**src/rtl/bus_fabric.sv**
```systemverilog
// bus_fabric: single-master decoder with valid/ready handshake, registered read mux and a sticky error log.
// Optional macro BUS_TIMEOUT_EN aborts an ACCESS that sees no sReady within TIMEOUT cycles.
module bus_fabric #(
  parameter int                       NUM_SLAVES = 4,
  parameter logic [NUM_SLAVES*32-1:0] SLAVE_BASE = {32'hF0000000, 32'h05E00000, 32'h00010000, 32'h00000000},
  parameter logic [NUM_SLAVES*32-1:0] SLAVE_MASK = {32'hFFFFFFF0, 32'hFFFF0000, 32'hFFFF0000, 32'hFFFF0000},
  parameter int                       TIMEOUT    = 16,
  parameter logic [31:0]              ERR_DATA   = 32'hDEADBEEF
) (
  input  logic                       clk,
  input  logic                       reset,
  input  logic                       mValid,
  input  logic                       mWrite,
  input  logic [31:0]                mAddress,
  input  logic [31:0]                mDataIn,
  output logic                       mReady,
  output logic [31:0]                mDataOut,
  output logic                       mError,
  output logic [NUM_SLAVES-1:0]      sChipSelect,
  output logic                       sWriteEnable,
  output logic [31:0]                sAddress,
  output logic [31:0]                sDataIn,
  input  logic [NUM_SLAVES*32-1:0]   sDataOut,
  input  logic [NUM_SLAVES-1:0]      sReady,
  input  logic                       errClear,
  output logic                       errValid,
  output logic [31:0]                errAddress,
  output logic                       errWrite,
  output logic                       errTimeout,
  output logic [7:0]                 errCount
);
  localparam int IW = (NUM_SLAVES > 1) ? $clog2(NUM_SLAVES) : 1;

  typedef enum logic [1:0] {S_IDLE = 2'd0, S_ACCESS = 2'd1, S_RESP = 2'd2} state_t;

  state_t                r_state;
  logic [IW-1:0]         r_idx;
  logic                  r_write;
  logic [NUM_SLAVES-1:0] w_match;
  logic [NUM_SLAVES-1:0] w_onehot;
  logic                  w_hit;
  logic [IW-1:0]         w_idx;
  logic                  w_sready;
  logic [31:0]           w_sdata;
  logic                  w_err_done;

  if (NUM_SLAVES < 1 || NUM_SLAVES > 16 || TIMEOUT < 2 || TIMEOUT > 255) begin : g_param_check
    $error("bus_fabric: parameter out of range");
  end

`ifdef BUS_TIMEOUT_EN
  localparam logic [7:0] TO_LAST = 8'(TIMEOUT - 1);
  logic [7:0] r_cnt;
  logic       r_timeout;
`endif

  // Window compare; the descending scan leaves the lowest matching index in w_idx.
  always_comb begin
    w_match = '0;
    w_idx   = '0;
    for (int i = 0; i < NUM_SLAVES; i++) begin
      w_match[i] = ((mAddress ^ SLAVE_BASE[32*i +: 32]) & SLAVE_MASK[32*i +: 32]) == 32'h0;
    end
    for (int i = NUM_SLAVES - 1; i >= 0; i--) begin
      w_idx = w_match[i] ? IW'(i) : w_idx;
    end
  end

  assign w_hit      = |w_match;
  assign w_onehot   = NUM_SLAVES'(1'b1) << w_idx;
  assign w_sready   = sReady[r_idx];
  assign w_sdata    = sDataOut[32*r_idx +: 32];
  assign w_err_done = (r_state == S_RESP) && mError;

  // Transaction FSM; every bus-facing output is a register written here.
  always_ff @(posedge clk or posedge reset) begin
    if (reset) begin
      r_state      <= S_IDLE;
      r_idx        <= '0;
      r_write      <= 1'b0;
      mReady       <= 1'b0;
      mDataOut     <= 32'h0;
      mError       <= 1'b0;
      sChipSelect  <= '0;
      sWriteEnable <= 1'b0;
      sAddress     <= 32'h0;
      sDataIn      <= 32'h0;
`ifdef BUS_TIMEOUT_EN
      r_cnt        <= 8'd0;
      r_timeout    <= 1'b0;
`endif
    end else begin
      case (r_state)
        S_IDLE: begin
          if (mValid) begin
            sAddress <= mAddress;
            sDataIn  <= mDataIn;
            r_write  <= mWrite;
            r_idx    <= w_idx;
`ifdef BUS_TIMEOUT_EN
            r_cnt     <= 8'd0;
            r_timeout <= 1'b0;
`endif
            if (w_hit) begin
              r_state      <= S_ACCESS;
              sChipSelect  <= w_onehot;
              sWriteEnable <= mWrite;
            end else begin
              r_state  <= S_RESP;
              mReady   <= 1'b1;
              mError   <= 1'b1;
              mDataOut <= ERR_DATA;
            end
          end
        end
        S_ACCESS: begin
          if (w_sready) begin
            r_state      <= S_RESP;
            sChipSelect  <= '0;
            sWriteEnable <= 1'b0;
            mReady       <= 1'b1;
            mError       <= 1'b0;
            if (!r_write) begin
              mDataOut <= w_sdata;
            end
          end
`ifdef BUS_TIMEOUT_EN
          else if (r_cnt == TO_LAST) begin
            r_state      <= S_RESP;
            sChipSelect  <= '0;
            sWriteEnable <= 1'b0;
            mReady       <= 1'b1;
            mError       <= 1'b1;
            mDataOut     <= ERR_DATA;
            r_timeout    <= 1'b1;
          end else begin
            r_cnt <= r_cnt + 8'd1;
          end
`endif
        end
        S_RESP: begin
          r_state <= S_IDLE;
          mReady  <= 1'b0;
          mError  <= 1'b0;
        end
        default: begin
          r_state <= S_IDLE;
        end
      endcase
    end
  end

  // Sticky log; a clear coinciding with an error completion still records that error.
  always_ff @(posedge clk or posedge reset) begin
    if (reset) begin
      errValid   <= 1'b0;
      errCount   <= 8'd0;
      errAddress <= 32'h0;
      errWrite   <= 1'b0;
`ifdef BUS_TIMEOUT_EN
      errTimeout <= 1'b0;
`endif
    end else if (w_err_done) begin
      errValid <= 1'b1;
      if (errClear) begin
        errCount <= 8'd1;
      end else if (errCount != 8'hFF) begin
        errCount <= errCount + 8'd1;
      end
      if (!errValid || errClear) begin
        errAddress <= sAddress;
        errWrite   <= r_write;
`ifdef BUS_TIMEOUT_EN
        errTimeout <= r_timeout;
`endif
      end
    end else if (errClear) begin
      errValid <= 1'b0;
      errCount <= 8'd0;
    end
  end

`ifndef BUS_TIMEOUT_EN
  assign errTimeout = 1'b0;
`endif

endmodule
```
**config.mk**
```make
export PLATFORM = sky130hd
export DESIGN_NAME = bus_fabric
export DESIGN_NICKNAME = d
export VERILOG_FILES = /design/src/rtl/bus_fabric.sv
export SDC_FILE = /design/constraint.sdc
export NUM_CORES = 1
export LEC_CHECK = 0
export CORE_ASPECT_RATIO = 1.5
export CORE_MARGIN = 3
export CORE_UTILIZATION = 40
export DETAILED_ROUTE_END_ITERATION = 8
export GPL_TIMING_DRIVEN = 0
export PLACE_DENSITY = 0.8
export REMOVE_ABC_BUFFERS = 1
export SYNTH_ARGS = -nofsm -noshare
export SYNTH_HDL_FRONTEND = slang
export SYNTH_SLANG_ARGS = --single-unit
export TNS_END_PERCENT = 20
```
**constraint.sdc**
```tcl
create_clock -name clk -period 13.1 [get_ports clk]
set_input_delay 3.275 -clock clk [delete_from_list [all_inputs] [get_ports clk]]
set_output_delay 3.275 -clock clk [all_outputs]
set_load 0.1 [all_outputs]
```
==> summary.md <==
| Metric | Value |
|---|---|
| Worst setup margin | 7460 ps |
| Max transition margin | 11.7% |
| Simple-gate share of the synthesized area | 5.24% |
| Post-Route WL | 20500 µm |
| CP top delay family | simple AND/OR/NAND/NOR gates |
| DR WL/cell | 20.3 µm |
| Fin. max-slew vios | 0 |
| Antenna fix cells | 0 |
| Final clock period utilization by the worst path | 43.0% |
| Hold-fix buffers, CTS | 0 |
| Critical hold path startpoint | sChipSelect[1] |
| Setup WS pre-CTS | 7030 ps |
| Pin count of the biggest net entering global routing | 85 |
| Total track usage | 22.0% |
| #FFs+latches synth | 150 |
| Fin Setup TNS | 0 ps |
| WP data arrival | 5980 ps |
| Share of cells above drive strength 1 | 21.3% |
| Worst Tran Pin Value | 1320 ps |
| Fin crit period | 5640 ps |
| Slowest cell on crit path | or4_1 |
| Synth unique cells | 54 |
| Post-synthesis compound-gate area fraction | 6.84% |
| Fillers | 1223 |
| Critical path cell sequence | clkdlybuf4s50_1 -> nor4b_2 -> nand4_1 -> o31a_2 -> nor3_4 -> or4_1 -> o22a_2 |
| Reg-to-reg endpoint | mDataOut[31] |
| Num rows | 58 |
| Synth warnings | 0 |
| Area of the multi-input gates | 2900 µm² |
| Dominant synthesized flop cell | dfrtp_1 |
| Run status | complete, no violations |
| Drt pass-1 iters | 4 |
| Crit path from | mAddress[16] |
| Final HPWL DP | 16300 µm |
| R2R Setup Slk | 9960 ps |
| Final hold violation count | 0 |
| GP Congestion | 0.802 |
| Initial Utilization | 41.0% |
| Die Y | 167 µm |
| Hold depth | 1 |
| Die Wd | 113 µm |
| Layout area overhead | 61.1% |
| XOR/XNOR Fraction of Synth Area | 0.508% |
| Antenna-violating nets left | 0 |
| CP Max Fanout | 24 |
| First-pass GRT wire length | 32200 µm |
| CTS tree | built |
| Met1 wire length | 6880 µm |
| Via Count | 5318 |
| I/O Pins | 347 |
| Fmax | 177 MHz |
| Worst Setup End Kind | flop |
| Core area | 16800 µm² |
| Die ar. | 18900 µm² |
| Vias/cell | 5.28 |
| Initial antenna violation count | 0 |
| Setup bufs post-CTS | 0 |
| CTS buffer count | 17 |
| DR WL met3 | 1470 µm |
| Layout Nets | 990 |
| Detailed Route Iter0 Violations | 210 |
| Buf/Inv on CP | 1 |
| Port-buffer cells | 345 |
| Netlist Area Pre-Place | 6900 µm² |
| Mux share of post-synthesis cell area | 28.2% |
| Cells after Synth | 444 |
| Setup-failing EPs final | 0 |
| DRC viols | 0 |
| Number of global-route vias before repair | 6044 |
| RSZ-0062 raised after global routing | no |
| Clock Pin Slew Worst Setup and Hold Paths | 60 ps |
| Hold worst-path end | sChipSelect[1] |
| Post-synthesis sequential area ratio | 54.4% |
| Clock Sinks | 150 |
| Main combinational cell family by area after synthesis | multiplexers |
| H-tree Lvls | 4 |
| Number of synthesized flops with an enable pin | 0 |
| CTS resizes | 0 |
| Remaining global-route overflow | 0 |
| Seq. cell area | 3750 µm² |
| FF-to-FF path depth | 4 |
| Worst Path Required | 13440 ps |
| Worst hold path type | flop to flop |
| Maxcap violations | 0 |
| Adder-cell share of the synthesized area | 0.907% |
| Root Buffer | clkbuf_16 |
| Max layer used | met4 |
| DR WL met2 | 11400 µm |
| Avg Synthesized Cell Area | 15.5 µm² |
| Asr flop ratio synth | 100% |
| Clk_lat worst skew | 410 ps |
| Clock buffer depth | 2 |
| Crit start category | primary input |
| Worst Clk Skew | 8.33 ps |
| CP Class | primary input to flop |
| Max incr delay on CP | 720 ps |
| R2R Path Start | r_idx[1] |
stage by stage:
step | instances | util, % | hold slack [ps] | instance area, µm²
CTS | 1007 | 66.0 | 488 | 11100
global route | 1007 | 66.0 | 511 | 11100
finish | 1007 | 66.0 | 481 | 11100
floorplan | 416 | - | 538 | 6670
global placement | 971 | 61.7 | 465 | 10400
detailed placement | 975 | 62.3 | 472 | 10500
registers in the layout, indices dropped and copies added, names as in the netlist:
name,count
mDataOut,32
sChipSelect,4
mReady,1
errCount,8
errWrite,1
r_state,2
errAddress,32
sDataIn,32
sAddress,32
r_idx,2
errValid,1
mError,1
sWriteEnable,1
r_write,1
final cells by class:
cell class	count	area share, %
inverter	9	0.349
timing repair buffer	349	31.8
tap	210	2.36
multi-input combinational	257	26.1
clock buffer	21	4.23
sequential	150	33.8
clock inverter	11	1.46
worst max path at each step:
stage / endpoint / slack, ps / cells after the start
2_1_floorplan: errAddress[0] / 5790 / 1
3_3_place_gp: errAddress[24] / 4070 / 2
3_5_place_dp: mDataOut[11] / 7030 / 7
4_1_cts: mDataOut[11] / 7460 / 7
5_1_grt: mDataOut[31] / 7290 / 7
6_report: mDataOut[10] / 7460 / 7
Yosys cell counts (2+ instances only):
| cell type | number | area [µm²] |
|---|---|---|
| inv_1 | 9 | 33.8 |
| mux2_2 | 99 | 1110 |
| mux4_2 | 17 | 383 |
| dfrtp_1 | 150 | 3750 |
| nor2_1 | 8 | 30.0 |
| nand2_1 | 10 | 37.5 |
| o22a_1 | 21 | 184 |
| buf_2 | 4 | 20.0 |
| ha_1 | 5 | 62.6 |
| a31oi_1 | 2 | 12.5 |
| mux2i_1 | 3 | 30.0 |
| and2_1 | 2 | 12.5 |
| clkbuf_1 | 7 | 26.3 |
| mux4_1 | 16 | 420 |
| o21ai_0 | 4 | 20.0 |
| a22o_1 | 9 | 78.8 |
| a21oi_1 | 4 | 20.0 |
| buf_12 | 2 | 40.0 |
| or3_1 | 4 | 25.0 |
| o22a_2 | 3 | 30.0 |
| buf_6 | 6 | 67.6 |
| buf_1 | 2 | 7.51 |
| clkbuf_8 | 3 | 41.3 |
| nand3_1 | 3 | 15.0 |
| buf_4 | 3 | 22.5 |
| or4_1 | 2 | 15.0 |
| nor3b_2 | 2 | 25.0 |
| and3_1 | 2 | 12.5 |
| nor4_1 | 4 | 25.0 |
| xor2_1 | 4 | 35.0 |
| a21o_1 | 3 | 22.5 |
| nor3_1 | 5 | 25.0 |
| nand4_1 | 5 | 31.3 |
worst reg2reg max path, stage by stage, from the launching register on:
cell and delay [ps]:
dfrtp_1 1210, mux4_2 490, o22ai_4 130, or4_1 820, o22a_1 370
kinds of logic after synthesis:
group | Yosys count
and+or+nand+nor | 56
buffers and inverters | 37
adders and majority gates | 5
xor gates and xnor gates | 4
DFF | 150
AOI/OAI and AO/OA | 56
muxes | 135
other | 1
placed cells by master, fill, tap and decap left out, types with 2 or more instances in the layout:
master	netlist	layout
o22a_2	3	3
nor3b_2	2	2
clkbuf_8	3	3
a22o_1	9	9
inv_1	9	8
xor2_1	4	4
nor3_1	5	5
clkdlybuf4s50_1	0	345
buf_12	2	2
dfrtp_1	150	149
nor2_1	8	8
bufinv_16	0	3
nand3_1	3	3
mux2_2	99	99
and3_1	2	2
inv_6	0	4
nor4_1	4	4
mux2i_1	3	3
a21o_1	3	3
ha_1	5	5
a21oi_1	4	3
clkbuf_16	0	17
clkinv_4	0	4
nand4_1	5	5
o21ai_0	4	4
o22a_1	21	21
mux4_2	17	17
mux4_1	16	16
a31oi_1	2	2
or4_1	2	2
or3_1	4	4
nand2_1	10	10
routing by layer:
metal | GRT usage, % | vias up
met5 | 0 | -
met4 | 9.94 | 0
met1 | 22.7 | 2639
met2 | 40.7 | 248
met3 | 6.00 | 46
li1 | - | 2385
Power is left out: the tool's default activity adds up to more than one toggle a clock period on the data nets, which glitch-free logic cannot reach.
